### src/rtl/mc_ctrl_pkg.sv
// Shared types and encodings for the multicycle MIPS control FSM.
// Opcode/funct values follow the MIPS32 instruction encoding.
package mc_ctrl_pkg;

  typedef enum logic [3:0] {
    S_FETCH    = 4'd0,
    S_DECODE   = 4'd1,
    S_MEMADR   = 4'd2,
    S_MEMREAD  = 4'd3,
    S_MEMWB    = 4'd4,
    S_MEMWRITE = 4'd5,
    S_EXECUTE  = 4'd6,
    S_ALUWB    = 4'd7,
    S_BRANCH   = 4'd8,
    S_ADDIEX   = 4'd9,
    S_ADDIWB   = 4'd10,
    S_JUMP     = 4'd11
  } state_t;

  localparam logic [5:0] OP_RTYPE = 6'b000000;
  localparam logic [5:0] OP_LW    = 6'b100011;
  localparam logic [5:0] OP_SW    = 6'b101011;
  localparam logic [5:0] OP_BEQ   = 6'b000100;
  localparam logic [5:0] OP_ADDI  = 6'b001000;
  localparam logic [5:0] OP_J     = 6'b000010;

  localparam logic [5:0] FN_ADD = 6'b100000;
  localparam logic [5:0] FN_SUB = 6'b100010;
  localparam logic [5:0] FN_AND = 6'b100100;
  localparam logic [5:0] FN_OR  = 6'b100101;
  localparam logic [5:0] FN_SLT = 6'b101010;

  localparam logic [2:0] ALU_ADD = 3'b010;
  localparam logic [2:0] ALU_SUB = 3'b110;
  localparam logic [2:0] ALU_AND = 3'b000;
  localparam logic [2:0] ALU_OR  = 3'b001;
  localparam logic [2:0] ALU_SLT = 3'b111;

  // Coarse ALU request from the FSM; FUNCT defers to the instruction's funct field.
  localparam logic [1:0] ALUOP_ADD   = 2'b00;
  localparam logic [1:0] ALUOP_SUB   = 2'b01;
  localparam logic [1:0] ALUOP_FUNCT = 2'b10;

  localparam logic [1:0] SRCB_REG     = 2'b00;
  localparam logic [1:0] SRCB_FOUR    = 2'b01;
  localparam logic [1:0] SRCB_IMM     = 2'b10;
  localparam logic [1:0] SRCB_IMM_SH2 = 2'b11;

  localparam logic [1:0] PCSRC_ALU    = 2'b00;
  localparam logic [1:0] PCSRC_ALUOUT = 2'b01;
  localparam logic [1:0] PCSRC_JUMP   = 2'b10;

endpackage

### src/rtl/mc_alu_dec.sv
// ALU control decoder: maps the FSM's coarse alu_op plus funct to the ALU
// control code, flagging R-type funct values the ALU does not implement.
module mc_alu_dec
  import mc_ctrl_pkg::*;
(
  input  logic [1:0] alu_op,
  input  logic [5:0] funct,
  output logic [2:0] alu_control,
  output logic       funct_illegal
);

  always_comb begin
    alu_control   = ALU_ADD;
    funct_illegal = 1'b0;
    case (alu_op)
      ALUOP_SUB: alu_control = ALU_SUB;
      ALUOP_FUNCT: begin
        case (funct)
          FN_ADD:  alu_control = ALU_ADD;
          FN_SUB:  alu_control = ALU_SUB;
          FN_AND:  alu_control = ALU_AND;
          FN_OR:   alu_control = ALU_OR;
          FN_SLT:  alu_control = ALU_SLT;
          default: funct_illegal = 1'b1;
        endcase
      end
      default: alu_control = ALU_ADD;
    endcase
  end

endmodule

### src/rtl/multicycle_ctrl.sv
// Moore-style control FSM for the shared-memory multicycle MIPS datapath.
// Only ir_write/pc_en/illegal_op look at inputs within the current state.
module multicycle_ctrl
  import mc_ctrl_pkg::*;
#(
  parameter bit MEM_WAIT_EN = 1'b1
) (
  input  logic       clk,
  input  logic       reset,
  input  logic [5:0] opcode,
  input  logic [5:0] funct,
  input  logic       zero_flag,
  input  logic       mem_ready,
  output logic       mem_req,
  output logic       mem_write,
  output logic       iord,
  output logic       ir_write,
  output logic       pc_en,
  output logic [1:0] pc_src,
  output logic       reg_dest,
  output logic       mem_to_reg,
  output logic       reg_write,
  output logic       alu_src_a,
  output logic [1:0] alu_src_b,
  output logic [2:0] alu_control,
  output logic       illegal_op,
  output logic [3:0] state_o
);

  state_t     state;
  state_t     state_next;
  logic       rdy;
  logic [1:0] alu_op;
  logic       funct_illegal;
  logic       mem_req_c, mem_write_c, ir_write_c, reg_write_c;
  logic       pc_write, branch, illegal_c;

  assign rdy = MEM_WAIT_EN ? mem_ready : 1'b1;

  always_ff @(posedge clk or posedge reset) begin
    if (reset) state <= S_FETCH;
    else       state <= state_next;
  end

  // Kept apart from the main decode so funct_illegal never feeds back into alu_op.
  always_comb begin
    case (state)
      S_EXECUTE: alu_op = ALUOP_FUNCT;
      S_BRANCH:  alu_op = ALUOP_SUB;
      default:   alu_op = ALUOP_ADD;
    endcase
  end

  mc_alu_dec u_alu_dec (
    .alu_op        (alu_op),
    .funct         (funct),
    .alu_control   (alu_control),
    .funct_illegal (funct_illegal)
  );

  always_comb begin
    state_next  = S_FETCH;
    mem_req_c   = 1'b0;
    mem_write_c = 1'b0;
    ir_write_c  = 1'b0;
    reg_write_c = 1'b0;
    pc_write    = 1'b0;
    branch      = 1'b0;
    illegal_c   = 1'b0;
    iord        = 1'b0;
    pc_src      = PCSRC_ALU;
    reg_dest    = 1'b0;
    mem_to_reg  = 1'b0;
    alu_src_a   = 1'b0;
    alu_src_b   = SRCB_FOUR;
    case (state)
      S_FETCH: begin
        mem_req_c  = 1'b1;
        ir_write_c = rdy;
        pc_write   = rdy;
        state_next = rdy ? S_DECODE : S_FETCH;
      end
      S_DECODE: begin
        alu_src_b = SRCB_IMM_SH2;
        case (opcode)
          OP_LW, OP_SW: state_next = S_MEMADR;
          OP_RTYPE:     state_next = S_EXECUTE;
          OP_BEQ:       state_next = S_BRANCH;
          OP_ADDI:      state_next = S_ADDIEX;
          OP_J:         state_next = S_JUMP;
          default:      illegal_c  = 1'b1;
        endcase
      end
      S_MEMADR: begin
        alu_src_a  = 1'b1;
        alu_src_b  = SRCB_IMM;
        state_next = (opcode == OP_LW) ? S_MEMREAD : S_MEMWRITE;
      end
      S_MEMREAD: begin
        mem_req_c  = 1'b1;
        iord       = 1'b1;
        state_next = rdy ? S_MEMWB : S_MEMREAD;
      end
      S_MEMWB: begin
        reg_write_c = 1'b1;
        mem_to_reg  = 1'b1;
      end
      S_MEMWRITE: begin
        mem_req_c   = 1'b1;
        mem_write_c = 1'b1;
        iord        = 1'b1;
        state_next  = rdy ? S_FETCH : S_MEMWRITE;
      end
      S_EXECUTE: begin
        alu_src_a  = 1'b1;
        alu_src_b  = SRCB_REG;
        illegal_c  = funct_illegal;
        state_next = funct_illegal ? S_FETCH : S_ALUWB;
      end
      S_ALUWB: begin
        reg_write_c = 1'b1;
        reg_dest    = 1'b1;
      end
      S_BRANCH: begin
        alu_src_a = 1'b1;
        alu_src_b = SRCB_REG;
        pc_src    = PCSRC_ALUOUT;
        branch    = 1'b1;
      end
      S_ADDIEX: begin
        alu_src_a  = 1'b1;
        alu_src_b  = SRCB_IMM;
        state_next = S_ADDIWB;
      end
      S_ADDIWB: reg_write_c = 1'b1;
      S_JUMP: begin
        pc_src   = PCSRC_JUMP;
        pc_write = 1'b1;
      end
      default: state_next = S_FETCH;
    endcase
  end

  // Side-effecting strobes are masked for the whole reset pulse, not just after the edge.
  assign mem_req    = mem_req_c & ~reset;
  assign mem_write  = mem_write_c & ~reset;
  assign ir_write   = ir_write_c & ~reset;
  assign reg_write  = reg_write_c & ~reset;
  assign illegal_op = illegal_c & ~reset;
  assign pc_en      = (pc_write | (branch & zero_flag)) & ~reset;
  assign state_o    = state;

endmodule

### config.mk
export PLATFORM = sky130hd
export DESIGN_NAME = multicycle_ctrl
export DESIGN_NICKNAME = d
export VERILOG_FILES = /design/src/rtl/mc_ctrl_pkg.sv /design/src/rtl/mc_alu_dec.sv /design/src/rtl/multicycle_ctrl.sv
export SDC_FILE = /design/constraint.sdc
export NUM_CORES = 1
export LEC_CHECK = 0
export ABC_AREA = 1
export BUFFER_PORTS_ARGS = -buffer_cell sky130_fd_sc_hd__buf_4
export CAP_MARGIN = 20
export CORE_ASPECT_RATIO = 1.1
export CORE_MARGIN = 3
export CORE_UTILIZATION = 40
export DETAILED_ROUTE_END_ITERATION = 10
export GPL_TIMING_DRIVEN = 0
export HOLD_SLACK_MARGIN = 0.06
export PLACE_DENSITY = 0.77
export SYNTH_ARGS = -nofsm -noshare
export SYNTH_HDL_FRONTEND = slang
export SYNTH_HIERARCHICAL = 1
export SYNTH_SLANG_ARGS = --single-unit
### constraint.sdc
create_clock -name clk -period 1.7 [get_ports clk]
set_input_delay 0.085 -clock clk [delete_from_list [all_inputs] [get_ports clk]]
set_output_delay 0.085 -clock clk [all_outputs]
set_load 0.01 [all_outputs]
==> results.cfg <==
[synth]
ys.flop_type = dfrtp_1
postSynthAreaPerCell_um2 = 5.66
synth_top_area_share_pct = 14.5
synth_seq_area_share_pct = 14.5
synthTopCellsByArea = dfrtp_1 14%, nand2_1 14%, nor2_1 14%
synth_edf_count = 0
ys_seq_elements = 4
yosysWarnings = 6
synth.largest_area_cell = dfrtp_1
async_reset_ff_share_pct = 100
ys_top_cells_by_count = 25 x nand2_1, 25 x nor2_1, 23 x inv_1
syn_inst = 122
synth_area_um2 = 691
yosysUniqueCellTypes = 22
syn-num-nets = 140

[global_route]
grtUsageTotal_pct = 20.5
grt_max_degree = 7
grt_overflow = 0
grt_first_pass_wirelength_mm = 3.55
grt_antenna_before_repair = 0
first_global_vias = 880

[timing]
fin_skew_ns = 0.00260
timing.final.crit_period_ns = 1.69
rsz0062_at_grt = yes
relSlewSlack_pct = 79.7
finalHoldViolCount = 0
finalCritPeriodShare_pct = 99.1
fmax_mhz = 593
setup_viol = 0
tightest_slew_ns = 0.302
report.final.slew_viol_count = 0

[power]
intPower_uw = 436
leakage_uw = 0.000664
pwr-share-seq_pct = 17.8
pwr_density_cell_mw_per_mm2 = 615
p_clk_share_pct = 15.4
ir_drop_uv = 400
p_comb_share_pct = 66.9
switchingPower_uw = 320
swShare_pct = 42.3

[floorplan]
pin_count = 37
initial_core_util_pct = 43.3
dieArea_mm2 = 0.00226
rows = 15
die-height_um = 49.6
die_x_um = 45.6
coreArea_mm2 = 0.00160

[cts]
clockBufferDepth = 2
clock_latency_ns = 0.23
h-tree-depth = 1
root_buffer = clkbuf_4
clk_pin_slew_worst_paths_ns = 0.04
cts_sinks = 4
cts_tree = yes
numCtsBuffers = 3

[worst_setup_path]
worstSetupPathType = flip-flop to primary output
ff2ff_setup_slack_ns = 0.11
worstPathArrival_ns = 1.60
start_kind = flip-flop
crit_fanout = 4
end_kind = primary output
crit_required_ns = 1.62

[run]
drv_cap = 0

[layout]
stdcell_area_mm2 = 0.00123
final_layout_size_suffix_gt1_share_pct = 52.5
n_antenna_cell = 0
fin_nets = 199
largest_reg_flops = 4
utilization_pct = 77.1
area_growth_syn_to_layout_pct = 78.1

[placement]
port_buffers = 36
gp_congestion = 0.895
dpl.hpwl_mm = 1.64
placed_area_um2 = 982

[routing]
num_vias = 982
wl_per_cell_um = 12.5
remaining_drc_errors = 0
first_pass_iters = 4
routed_wl_mm = 2.46
ant_nets = 0
initialDrtViolationCount = 24
viasPerCell = 5.01

[status]
outcome = finished clean

[min_path]
min_path_type = input pin to flip-flop
layout make-up:
cell class	instances	area, um^2
Timing Repair Buffer	54	415
Inverter	26	100
Clock buffer	3	22.5
Sequential cell	4	104
Fill cell	117	365
Multi-Input combinational cell	92	567
Tap cell	17	21.3
layer usage:
metal  up-vias  GRT usage, %  wire length (um)  part of all wire, %
met5         -             0                 0                    0
met4         0          6.34                35                  1.4
met3         6          2.92               136                  5.5
met2        41          36.7              1310                   53
met1       437          23.7               978                   40
li1        498             -                 -                    -
cells by family after synthesis:
logic type	Yosys count	share of synthesized area, %
simple gates	80	58.5
buf+inv	26	14.1
compound gates	10	9.24
flops	4	14.5
fa+ha+maj	2	3.62
stage by stage:
| stage | setup WS [ns] | instances | hold slack (ns) | total power (uW) | setup TNS, ns |
|---|---|---|---|---|---|
| after floorplan | 0.0371 | 122 | -0.128 | 338 | 0 |
| after global placement | -0.0552 | 175 | 0.0473 | 478 | -0.0681 |
| after detailed placement | -0.0798 | 175 | 0.0480 | 487 | -0.136 |
| after CTS | 0.00590 | 187 | 0.103 | 663 | 0 |
| after global routing | -0.0671 | 196 | 0.122 | 797 | -0.262 |
| final | 0.0146 | 196 | 0.117 | 756 | 0 |
power by group through the flow:
stage          logic, uW  clock network [uW]  registers, uW
2_1_floorplan        209                   0            129
4_1_cts              423                 114            125
3_3_place_gp         354                   0            124
5_1_grt              541                 121            135
3_5_place_dp         363                   0            124
6_report             505                 116            134
timing repair:
item,4_1_cts,5_1_grt
pin swaps,6,11
hold endpoints to repair,4,0
cloned,0,0
hold buffers,1,0
setup buffers,8,9
gates resized for setup,14,15
endpoints found under the setup margin,7,5
cell usage in the layout, fill, tap and decap left out, types with 2 or more instances in the layout:
cell      instances
buf_4            51
nor2_1           22
nand2_1          21
inv_1            18
nand3_1          10
inv_2             7
nor2_4            6
nand2_4           5
nor2_2            4
nand4_1           4
o21ai_0           3
nand3_2           3
clkbuf_4          3
dfrtp_2           3
o21ai_2           2
nand2_2           2
a21oi_2           2
buf_6             2
critical path, stage by stage (launching register included):
cell and delay [ns]:
dfrtp_2 0.45, nor2_4 0.15, inv_2 0.07, nor2_4 0.10
inv_2 0.05, ha_4 0.17, nand2_4 0.07, buf_4 0.10
nand3_1 0.05, buf_4 0.14
final timing paths:
kind                       cells past startpoint       start             end
max                                            9  state_o[1]  alu_control[1]
max in group asynchronous                      3       reset      state_o[0]
min                                            3   mem_ready      state_o[2]
min reg2reg                                    5  state_o[2]      state_o[2]
max reg2reg                                   11  state_o[0]      state_o[2]
min in group asynchronous                      3       reset      state_o[2]
No activity file was read; power rests on OpenSTA's default activity.
